--- src/rtl/pal_timing_detect.sv ---
// pal_timing_detect: measures the frame period and line count of a raw PAL/VGA
// sync pair and reports a debounced video mode (50 Hz / 60 Hz, VGA or not).
// Optional build macro PAL_TIMING_POLARITY_DETECT_EN adds per-sync polarity
// auto-detection; without it both syncs are taken as active-high.
module pal_timing_detect #(
  parameter int unsigned CLK_FREQ_HZ   = 114000000,
  parameter int unsigned STABLE_FRAMES = 4,
  parameter int unsigned VGA_LINES     = 400
) (
  input  logic        clk,
  input  logic        reset,
  input  logic        i_hsync,
  input  logic        i_vsync,
  output logic [10:0] o_lines,
  output logic [23:0] o_frame_clks,
  output logic        o_frame_strobe,
  output logic        o_valid,
  output logic        o_50hz,
  output logic        o_60hz,
  output logic        o_vga,
  output logic        o_no_signal
);

  // Period thresholds are fixed at elaboration, so no divider is built.
  localparam logic [23:0] P50_MIN  = 24'(CLK_FREQ_HZ / 55);
  localparam logic [23:0] P50_MAX  = 24'(CLK_FREQ_HZ / 45);
  localparam logic [23:0] P60_MIN  = 24'(CLK_FREQ_HZ / 65);
  localparam logic [23:0] TIMEOUT  = 24'(CLK_FREQ_HZ / 20);
  localparam logic [3:0]  STABLE_N = 4'(STABLE_FRAMES);
  localparam logic [10:0] VGA_N    = 11'(VGA_LINES);

  localparam logic [1:0] CLS_OOR = 2'd0;
  localparam logic [1:0] CLS_50  = 2'd1;
  localparam logic [1:0] CLS_60  = 2'd2;

  typedef enum logic [1:0] {S_NO_SIGNAL, S_ACQUIRE, S_MEASURE, S_LOCKED} state_t;

  // Bit 0 carries hsync, bit 1 carries vsync through the synchronizer chain.
  logic [1:0]  sync1_q, sync1_d, sync2_q, sync2_d, sync3_q, sync3_d;
  logic [1:0]  lead;
  logic        hs_edge, vs_edge;
  logic [23:0] frame_cnt_q, frame_cnt_d;
  logic [10:0] line_cnt_q, line_cnt_d;
  logic [3:0]  match_q, match_d;
  logic [2:0]  prev_key_q, prev_key_d;
  state_t      state_q, state_d;
  logic [1:0]  frame_cls;
  logic        frame_vga, timeout, measure_edge, stable_hit;
  logic [10:0] lines_q, lines_d;
  logic [23:0] clks_q, clks_d;
  logic        strobe_q, strobe_d, valid_q, valid_d, f50_q, f50_d;
  logic        f60_q, f60_d, vga_q, vga_d, no_sig_q, no_sig_d;

`ifdef PAL_TIMING_POLARITY_DETECT_EN
  genvar gi;
  for (gi = 0; gi < 2; gi++) begin : g_pol
    logic        pol_low_q, pol_low_d, seen_q, seen_d;
    logic [23:0] hi_q, hi_d, lo_q, lo_d;
    logic        rise;
    assign rise = sync2_q[gi] & ~sync3_q[gi];
    // Time both phases between rising edges; the longer high phase means active-low.
    always_comb begin
      pol_low_d = pol_low_q;
      seen_d    = seen_q;
      hi_d      = hi_q;
      lo_d      = lo_q;
      if (rise) begin
        if (seen_q) pol_low_d = (hi_q > lo_q);
        seen_d = 1'b1;
        hi_d   = 24'd1;
        lo_d   = '0;
      end else if (sync2_q[gi]) begin
        if (hi_q != '1) hi_d = hi_q + 24'd1;
      end else begin
        if (lo_q != '1) lo_d = lo_q + 24'd1;
      end
    end
    // Polarity state registers; active-high after reset.
    always_ff @(posedge clk) begin
      if (!reset) begin
        pol_low_q <= 1'b0;
        seen_q    <= 1'b0;
        hi_q      <= '0;
        lo_q      <= '0;
      end else begin
        pol_low_q <= pol_low_d;
        seen_q    <= seen_d;
        hi_q      <= hi_d;
        lo_q      <= lo_d;
      end
    end
    assign lead[gi] = pol_low_q ? (~sync2_q[gi] & sync3_q[gi]) : rise;
  end
`else
  assign lead = sync2_q & ~sync3_q;
`endif

  assign hs_edge = lead[0];
  assign vs_edge = lead[1];

  // Synchronizer shift and frame/line counting; an hsync on the vsync edge opens the new frame.
  always_comb begin
    sync1_d     = {i_vsync, i_hsync};
    sync2_d     = sync1_q;
    sync3_d     = sync2_q;
    frame_cnt_d = frame_cnt_q;
    line_cnt_d  = line_cnt_q;
    if (vs_edge) begin
      frame_cnt_d = 24'd1;
      line_cnt_d  = hs_edge ? 11'd1 : 11'd0;
    end else begin
      if (frame_cnt_q != '1) frame_cnt_d = frame_cnt_q + 24'd1;
      if (hs_edge && line_cnt_q != '1) line_cnt_d = line_cnt_q + 11'd1;
    end
  end

  // Classify the frame that closes on this vsync edge.
  always_comb begin
    frame_cls = CLS_OOR;
    if (frame_cnt_q >= P50_MIN && frame_cnt_q <= P50_MAX)     frame_cls = CLS_50;
    else if (frame_cnt_q >= P60_MIN && frame_cnt_q < P50_MIN) frame_cls = CLS_60;
  end

  assign frame_vga    = (line_cnt_q > VGA_N);
  assign timeout      = (state_q != S_NO_SIGNAL) && (frame_cnt_q >= TIMEOUT);
  assign measure_edge = vs_edge && (state_q != S_NO_SIGNAL) && !timeout;

  // Count consecutive frames sharing the same class and VGA decision.
  always_comb begin
    match_d    = match_q;
    prev_key_d = prev_key_q;
    if (measure_edge) begin
      prev_key_d = {frame_cls, frame_vga};
      if (state_q == S_ACQUIRE || {frame_cls, frame_vga} != prev_key_q) match_d = 4'd1;
      else if (match_q != 4'hF) match_d = match_q + 4'd1;
    end
  end

  assign stable_hit = measure_edge && (match_d >= STABLE_N) && (frame_cls != CLS_OOR);

  // Next-state logic; loss of vsync overrides everything.
  always_comb begin
    state_d = state_q;
    if (timeout) begin
      state_d = S_NO_SIGNAL;
    end else if (vs_edge) begin
      case (state_q)
        S_NO_SIGNAL: state_d = S_ACQUIRE;
        S_ACQUIRE,
        S_MEASURE:   state_d = stable_hit ? S_LOCKED : S_MEASURE;
        default:     state_d = S_LOCKED;
      endcase
    end
  end

  // Output logic; mode bits only move on a stable run of valid frames or on loss of signal.
  always_comb begin
    lines_d  = lines_q;
    clks_d   = clks_q;
    strobe_d = measure_edge;
    valid_d  = valid_q;
    f50_d    = f50_q;
    f60_d    = f60_q;
    vga_d    = vga_q;
    no_sig_d = no_sig_q;
    if (timeout) begin
      valid_d  = 1'b0;
      f50_d    = 1'b0;
      f60_d    = 1'b0;
      vga_d    = 1'b0;
      no_sig_d = 1'b1;
    end else begin
      if (vs_edge && state_q == S_NO_SIGNAL) no_sig_d = 1'b0;
      if (measure_edge) begin
        lines_d = line_cnt_q;
        clks_d  = frame_cnt_q;
      end
      if (stable_hit) begin
        valid_d = 1'b1;
        f50_d   = (frame_cls == CLS_50);
        f60_d   = (frame_cls == CLS_60);
        vga_d   = frame_vga;
      end
    end
  end

  // All registers, cleared by the synchronous active-low reset.
  always_ff @(posedge clk) begin
    if (!reset) begin
      sync1_q     <= '0;
      sync2_q     <= '0;
      sync3_q     <= '0;
      frame_cnt_q <= '0;
      line_cnt_q  <= '0;
      match_q     <= '0;
      prev_key_q  <= '0;
      state_q     <= S_NO_SIGNAL;
      lines_q     <= '0;
      clks_q      <= '0;
      strobe_q    <= 1'b0;
      valid_q     <= 1'b0;
      f50_q       <= 1'b0;
      f60_q       <= 1'b0;
      vga_q       <= 1'b0;
      no_sig_q    <= 1'b1;
    end else begin
      sync1_q     <= sync1_d;
      sync2_q     <= sync2_d;
      sync3_q     <= sync3_d;
      frame_cnt_q <= frame_cnt_d;
      line_cnt_q  <= line_cnt_d;
      match_q     <= match_d;
      prev_key_q  <= prev_key_d;
      state_q     <= state_d;
      lines_q     <= lines_d;
      clks_q      <= clks_d;
      strobe_q    <= strobe_d;
      valid_q     <= valid_d;
      f50_q       <= f50_d;
      f60_q       <= f60_d;
      vga_q       <= vga_d;
      no_sig_q    <= no_sig_d;
    end
  end

  assign o_lines        = lines_q;
  assign o_frame_clks   = clks_q;
  assign o_frame_strobe = strobe_q;
  assign o_valid        = valid_q;
  assign o_50hz         = f50_q;
  assign o_60hz         = f60_q;
  assign o_vga          = vga_q;
  assign o_no_signal    = no_sig_q;

endmodule
--- config.mk ---
export PLATFORM = sky130hd
export DESIGN_NAME = pal_timing_detect
export DESIGN_NICKNAME = d
export VERILOG_FILES = /design/src/rtl/pal_timing_detect.sv
export SDC_FILE = /design/constraint.sdc
export NUM_CORES = 1
export LEC_CHECK = 0
export ABC_AREA = 1
export CAP_MARGIN = 30
export CORE_MARGIN = 2
export CORE_UTILIZATION = 25
export DETAILED_ROUTE_END_ITERATION = 6
export SYNTH_ARGS = -nofsm -noshare
export SYNTH_HDL_FRONTEND = slang
export SYNTH_SLANG_ARGS = --single-unit
--- constraint.sdc ---
create_clock -name clk -period 3.6 [get_ports clk]
set_clock_uncertainty 0.05 [all_clocks]
set_input_delay 0.72 -clock clk [delete_from_list [all_inputs] [get_ports clk]]
set_output_delay 0.72 -clock clk [all_outputs]
set_load 0.05 [all_outputs]
==> qor.txt <==
STA
-------------------------------------------------------------------------------------------
Final period demand of the worst path ........................................      2.45 ns
Total negative slack for setup checks ........................................         0 ns
RSZ-0062 raised after global routing .........................................           no
Number of endpoints failing setup at the final stage .........................            0
Final slew viol count ........................................................            0
Hold Vio Cnt, Final ..........................................................            0
Achievable Freq ..............................................................      408 MHz
Worst slew pin tran ..........................................................     0.655 ns
Fin crit share ...............................................................        0.681
Relative max-transition margin ...............................................        0.563

FLOORPLAN
-------------------------------------------------------------------------------------------
Die span in y ................................................................       140 um
Initial standard-cell utilization of the core ................................        0.256
Core Region ..................................................................   18,000 um2
Placement Rows ...............................................................           49
Total I/O pin count ..........................................................           45
Die Outline Area .............................................................   19,600 um2
Die boundary width ...........................................................       140 um

LAYOUT
-------------------------------------------------------------------------------------------
Net count, final .............................................................          693
Count of placed standard cells in the final layout, fillers left out .........          912
Growth of design area from synthesis to finish ...............................        20.8%
Count of inserted antenna diode cells ........................................            0
Ratio of cells with drive above 1 in the final layout ........................       0.0966

POWER
-------------------------------------------------------------------------------------------
Largest voltage drop on the vdd net ..........................................       212 uV
Static power due to leakage ..................................................      2.41 nW
Total power per unit cell area ...............................................   395 nW/um2
Design Power .................................................................    0.00221 W

CLOCKING
-------------------------------------------------------------------------------------------
Clock buffer count from CTS ..................................................            9
Post CTS Setup Buffer Count ..................................................            0
TritonCTS clock tree .........................................................         done
Reg clk slew, reported paths .................................................      0.07 ns
Longest Clk Path Bufs ........................................................            2
CTS H-tree lvls ..............................................................            3
Sink Count ...................................................................           91
Worst skew pair latency ......................................................      0.35 ns
Number of instances resized during post-cts repair ...........................            0
Number of buffers inserted by hold repair at cts .............................            0
Master cell of the clock root buffer ......................................... sky130_fd_sc_hd__clkbuf_16

SYNTH
-------------------------------------------------------------------------------------------
Proportion of synthesized chip area in sequential cells ......................        0.394
Ranking of synthesized cells by area ......................................... sky130_fd_sc_hd__dfxtp_1 39%, sky130_fd_sc_hd__nand2_1 10%, sky130_fd_sc_hd__inv_1 7.4%
Yosys reg bits ...............................................................           91
Most used flip-flop cell after synthesis ..................................... sky130_fd_sc_hd__dfxtp_1
Cell type contributing the most total cell area after synthesis .............. sky130_fd_sc_hd__dfxtp_1
Number of synthesized flops with an enable pin ...............................            0
Count of unique library cells instantiated by Yosys ..........................           43
Async set or reset register ratio after synthesis ............................            0
Share of the synthesized area in the top cell type ...........................        0.394
Area of the mapped netlist ...................................................     4620 um2
Number of warning messages in the yosys log ..................................            0
Post-synth net total .........................................................          653
Post-Synthesis Cells .........................................................          638
Post-Syn Area per Cell .......................................................     7.24 um2

ROUTE
-------------------------------------------------------------------------------------------
Number of design-rule violations left by the first detailed-router iteration .          345
Avg WL per Cell ..............................................................      12.5 um
Via density ..................................................................         4.50
Vias .........................................................................        4,103
Remaining DRCs ...............................................................            0
Total wirelength of the detailed-routed design ...............................    11,400 um
Antenna viol nets, final .....................................................            0
Drt pass-1 iters .............................................................            6

FLOW RUN
-------------------------------------------------------------------------------------------
Total of max-cap violations ..................................................            0

SETUP PATH
-------------------------------------------------------------------------------------------
WP data arrival ..............................................................      2.65 ns
Critical path startpoint category ............................................         flop
Endpoint type of the worst setup path ........................................         flop
Crit Path Category ........................................................... flop to flop
Largest fanout on the critical path ..........................................           67
CP required ..................................................................      3.80 ns

PLACEMENT
-------------------------------------------------------------------------------------------
IO buf count .................................................................           44
Final weighted congestion of routability-driven global placement .............        0.918
HPWL after detailed placement ................................................      8370 um
Placed insts .................................................................          896

GRT
-------------------------------------------------------------------------------------------
Vias in the first global route ...............................................        3,836
Antenna violations before repair .............................................            0
Pin count of the biggest net entering global routing .........................           68
Total GRT Usage ..............................................................        0.121
Total gr overflow ............................................................            0
Global-route wire length before repair .......................................    19,300 um

STATUS
-------------------------------------------------------------------------------------------
Result of the run ............................................................ finished, final reports clean

WORST HOLD PATH
-------------------------------------------------------------------------------------------
HP Class ..................................................................... flop to flop

-- power breakdown --
group	total [W]	switching, W	internal, W
logic	0.000116	0.0000790	0.0000372
clock network	0.00106	0.000437	0.000621
registers	0.00103	0.0000111	0.00102
total	0.00221	0.000527	0.00168
-- path summary, 6_finish.rpt --
check                           cells after the start            from  slack, ns         end
worst max-delay path                                9  frame_cnt_q[5]       1.15      o_50hz
worst min-delay path                                2      sync1_q[1]       0.37  sync2_q[1]
worst max register to register                      9  frame_cnt_q[5]       1.15      o_50hz
worst min register to register                      2      sync1_q[1]       0.37  sync2_q[1]
-- worst max-delay path: stages (launching register included) --
cell                       delay (ns)
sky130_fd_sc_hd__dfxtp_1         0.36
sky130_fd_sc_hd__o21ai_0         0.43
sky130_fd_sc_hd__nand3b_2        0.25
sky130_fd_sc_hd__nand3_4         0.24
sky130_fd_sc_hd__inv_4           0.53
sky130_fd_sc_hd__nand2_4         0.17
sky130_fd_sc_hd__o211ai_4        0.14
sky130_fd_sc_hd__nand2_1         0.07
sky130_fd_sc_hd__nand2_1         0.06
sky130_fd_sc_hd__nor2_1          0.04
-- cells in the final DEF (no fill, tap or decap), types with 4 or more instances in the layout --
cell	count
sky130_fd_sc_hd__clkdlybuf4s50_1	44
sky130_fd_sc_hd__nand2_1	128
sky130_fd_sc_hd__nor2_4	4
sky130_fd_sc_hd__ha_1	11
sky130_fd_sc_hd__nand2_2	11
sky130_fd_sc_hd__o21ai_1	18
sky130_fd_sc_hd__inv_2	4
sky130_fd_sc_hd__a21oi_1	63
sky130_fd_sc_hd__nor2_1	54
sky130_fd_sc_hd__xor2_1	14
sky130_fd_sc_hd__nor2_2	12
sky130_fd_sc_hd__dfxtp_1	91
sky130_fd_sc_hd__nand4_1	13
sky130_fd_sc_hd__o21ai_0	33
sky130_fd_sc_hd__clkbuf_16	9
sky130_fd_sc_hd__inv_1	91
sky130_fd_sc_hd__nor3_1	9
sky130_fd_sc_hd__nor4_1	6
sky130_fd_sc_hd__nand3_1	26
-- final cells by class --
| cell class | count | area [um2] |
|---|---|---|
| multi-input cells | 431 | 2310 |
| well taps | 229 | 287 |
| inverters | 98 | 370 |
| repair buffers | 47 | 463 |
| fillers | 1958 | 12400 |
| flip-flops and latches | 91 | 1820 |
| clock inverters | 7 | 106 |
| clock buffers | 9 | 225 |
-- kinds of logic after synthesis --
logic type / Yosys count / share of synthesized area
AO/OA/AOI/OAI: 129 / 0.156
XOR/XNOR: 15 / 0.0284
flip-flops: 91 / 0.394
adder cells (fa/ha/maj): 11 / 0.0298
AND/OR/NAND/NOR: 276 / 0.286
buffers and inverters: 116 / 0.106
-- layer usage --
| metal | global-route usage | vias to the layer above | wire length [um] |
|---|---|---|---|
| met5 | 0 | - | 0 |
| met4 | 0.0505 | 0 | 311 |
| met3 | 0.0291 | 22 | 437 |
| met2 | 0.186 | 76 | 4900 |
| met1 | 0.163 | 1859 | 5770 |
| li1 | - | 2146 | - |
-- synth_stat cells (3+ instances only) --
cell                        number
sky130_fd_sc_hd__o21ai_1        18
sky130_fd_sc_hd__buf_6           6
sky130_fd_sc_hd__xor2_1         14
sky130_fd_sc_hd__nand3_2         3
sky130_fd_sc_hd__nand4_2         3
sky130_fd_sc_hd__dfxtp_1        91
sky130_fd_sc_hd__inv_2           4
sky130_fd_sc_hd__nor2_4          4
sky130_fd_sc_hd__nor4_1          6
sky130_fd_sc_hd__clkbuf_1        8
sky130_fd_sc_hd__o21ai_0        33
sky130_fd_sc_hd__a21oi_1        63
sky130_fd_sc_hd__nor2_1         54
sky130_fd_sc_hd__nor3_1          9
sky130_fd_sc_hd__nand3_1        26
sky130_fd_sc_hd__nand2_1       128
sky130_fd_sc_hd__nand4_1        13
sky130_fd_sc_hd__a211oi_1        3
sky130_fd_sc_hd__nand2_2        11
sky130_fd_sc_hd__ha_1           11
sky130_fd_sc_hd__nor2_2         12
sky130_fd_sc_hd__o2111ai_1       3
sky130_fd_sc_hd__inv_1          91
-- flip-flops by register name (all words and copies together), names as in the netlist, 2 cells and up, named ones only --
register	cells
frame_cnt_q	24
o_frame_clks	24
line_cnt_q	11
o_lines	11
match_q	3
prev_key_q	3
state_q	2
sync1_q	2
sync2_q	2
sync3_q	2
-- through the flow --
| stage | hold WS [ns] | area (um2) | setup WS, ns | utilization |
|---|---|---|---|---|
| 2_1_floorplan | 0.340 | 4620 | 1.74 | - |
| 5_1_grt | 0.383 | 5580 | 0.842 | 0.310 |
| 4_1_cts | 0.373 | 5580 | 1.08 | 0.310 |
| 6_report | 0.370 | 5580 | 1.15 | 0.310 |
| 3_5_place_dp | 0.357 | 5250 | 0.963 | 0.291 |
| 3_3_place_gp | 0.344 | 5250 | 0.991 | 0.291 |
Note: power is estimated with default switching activity, not from simulation.
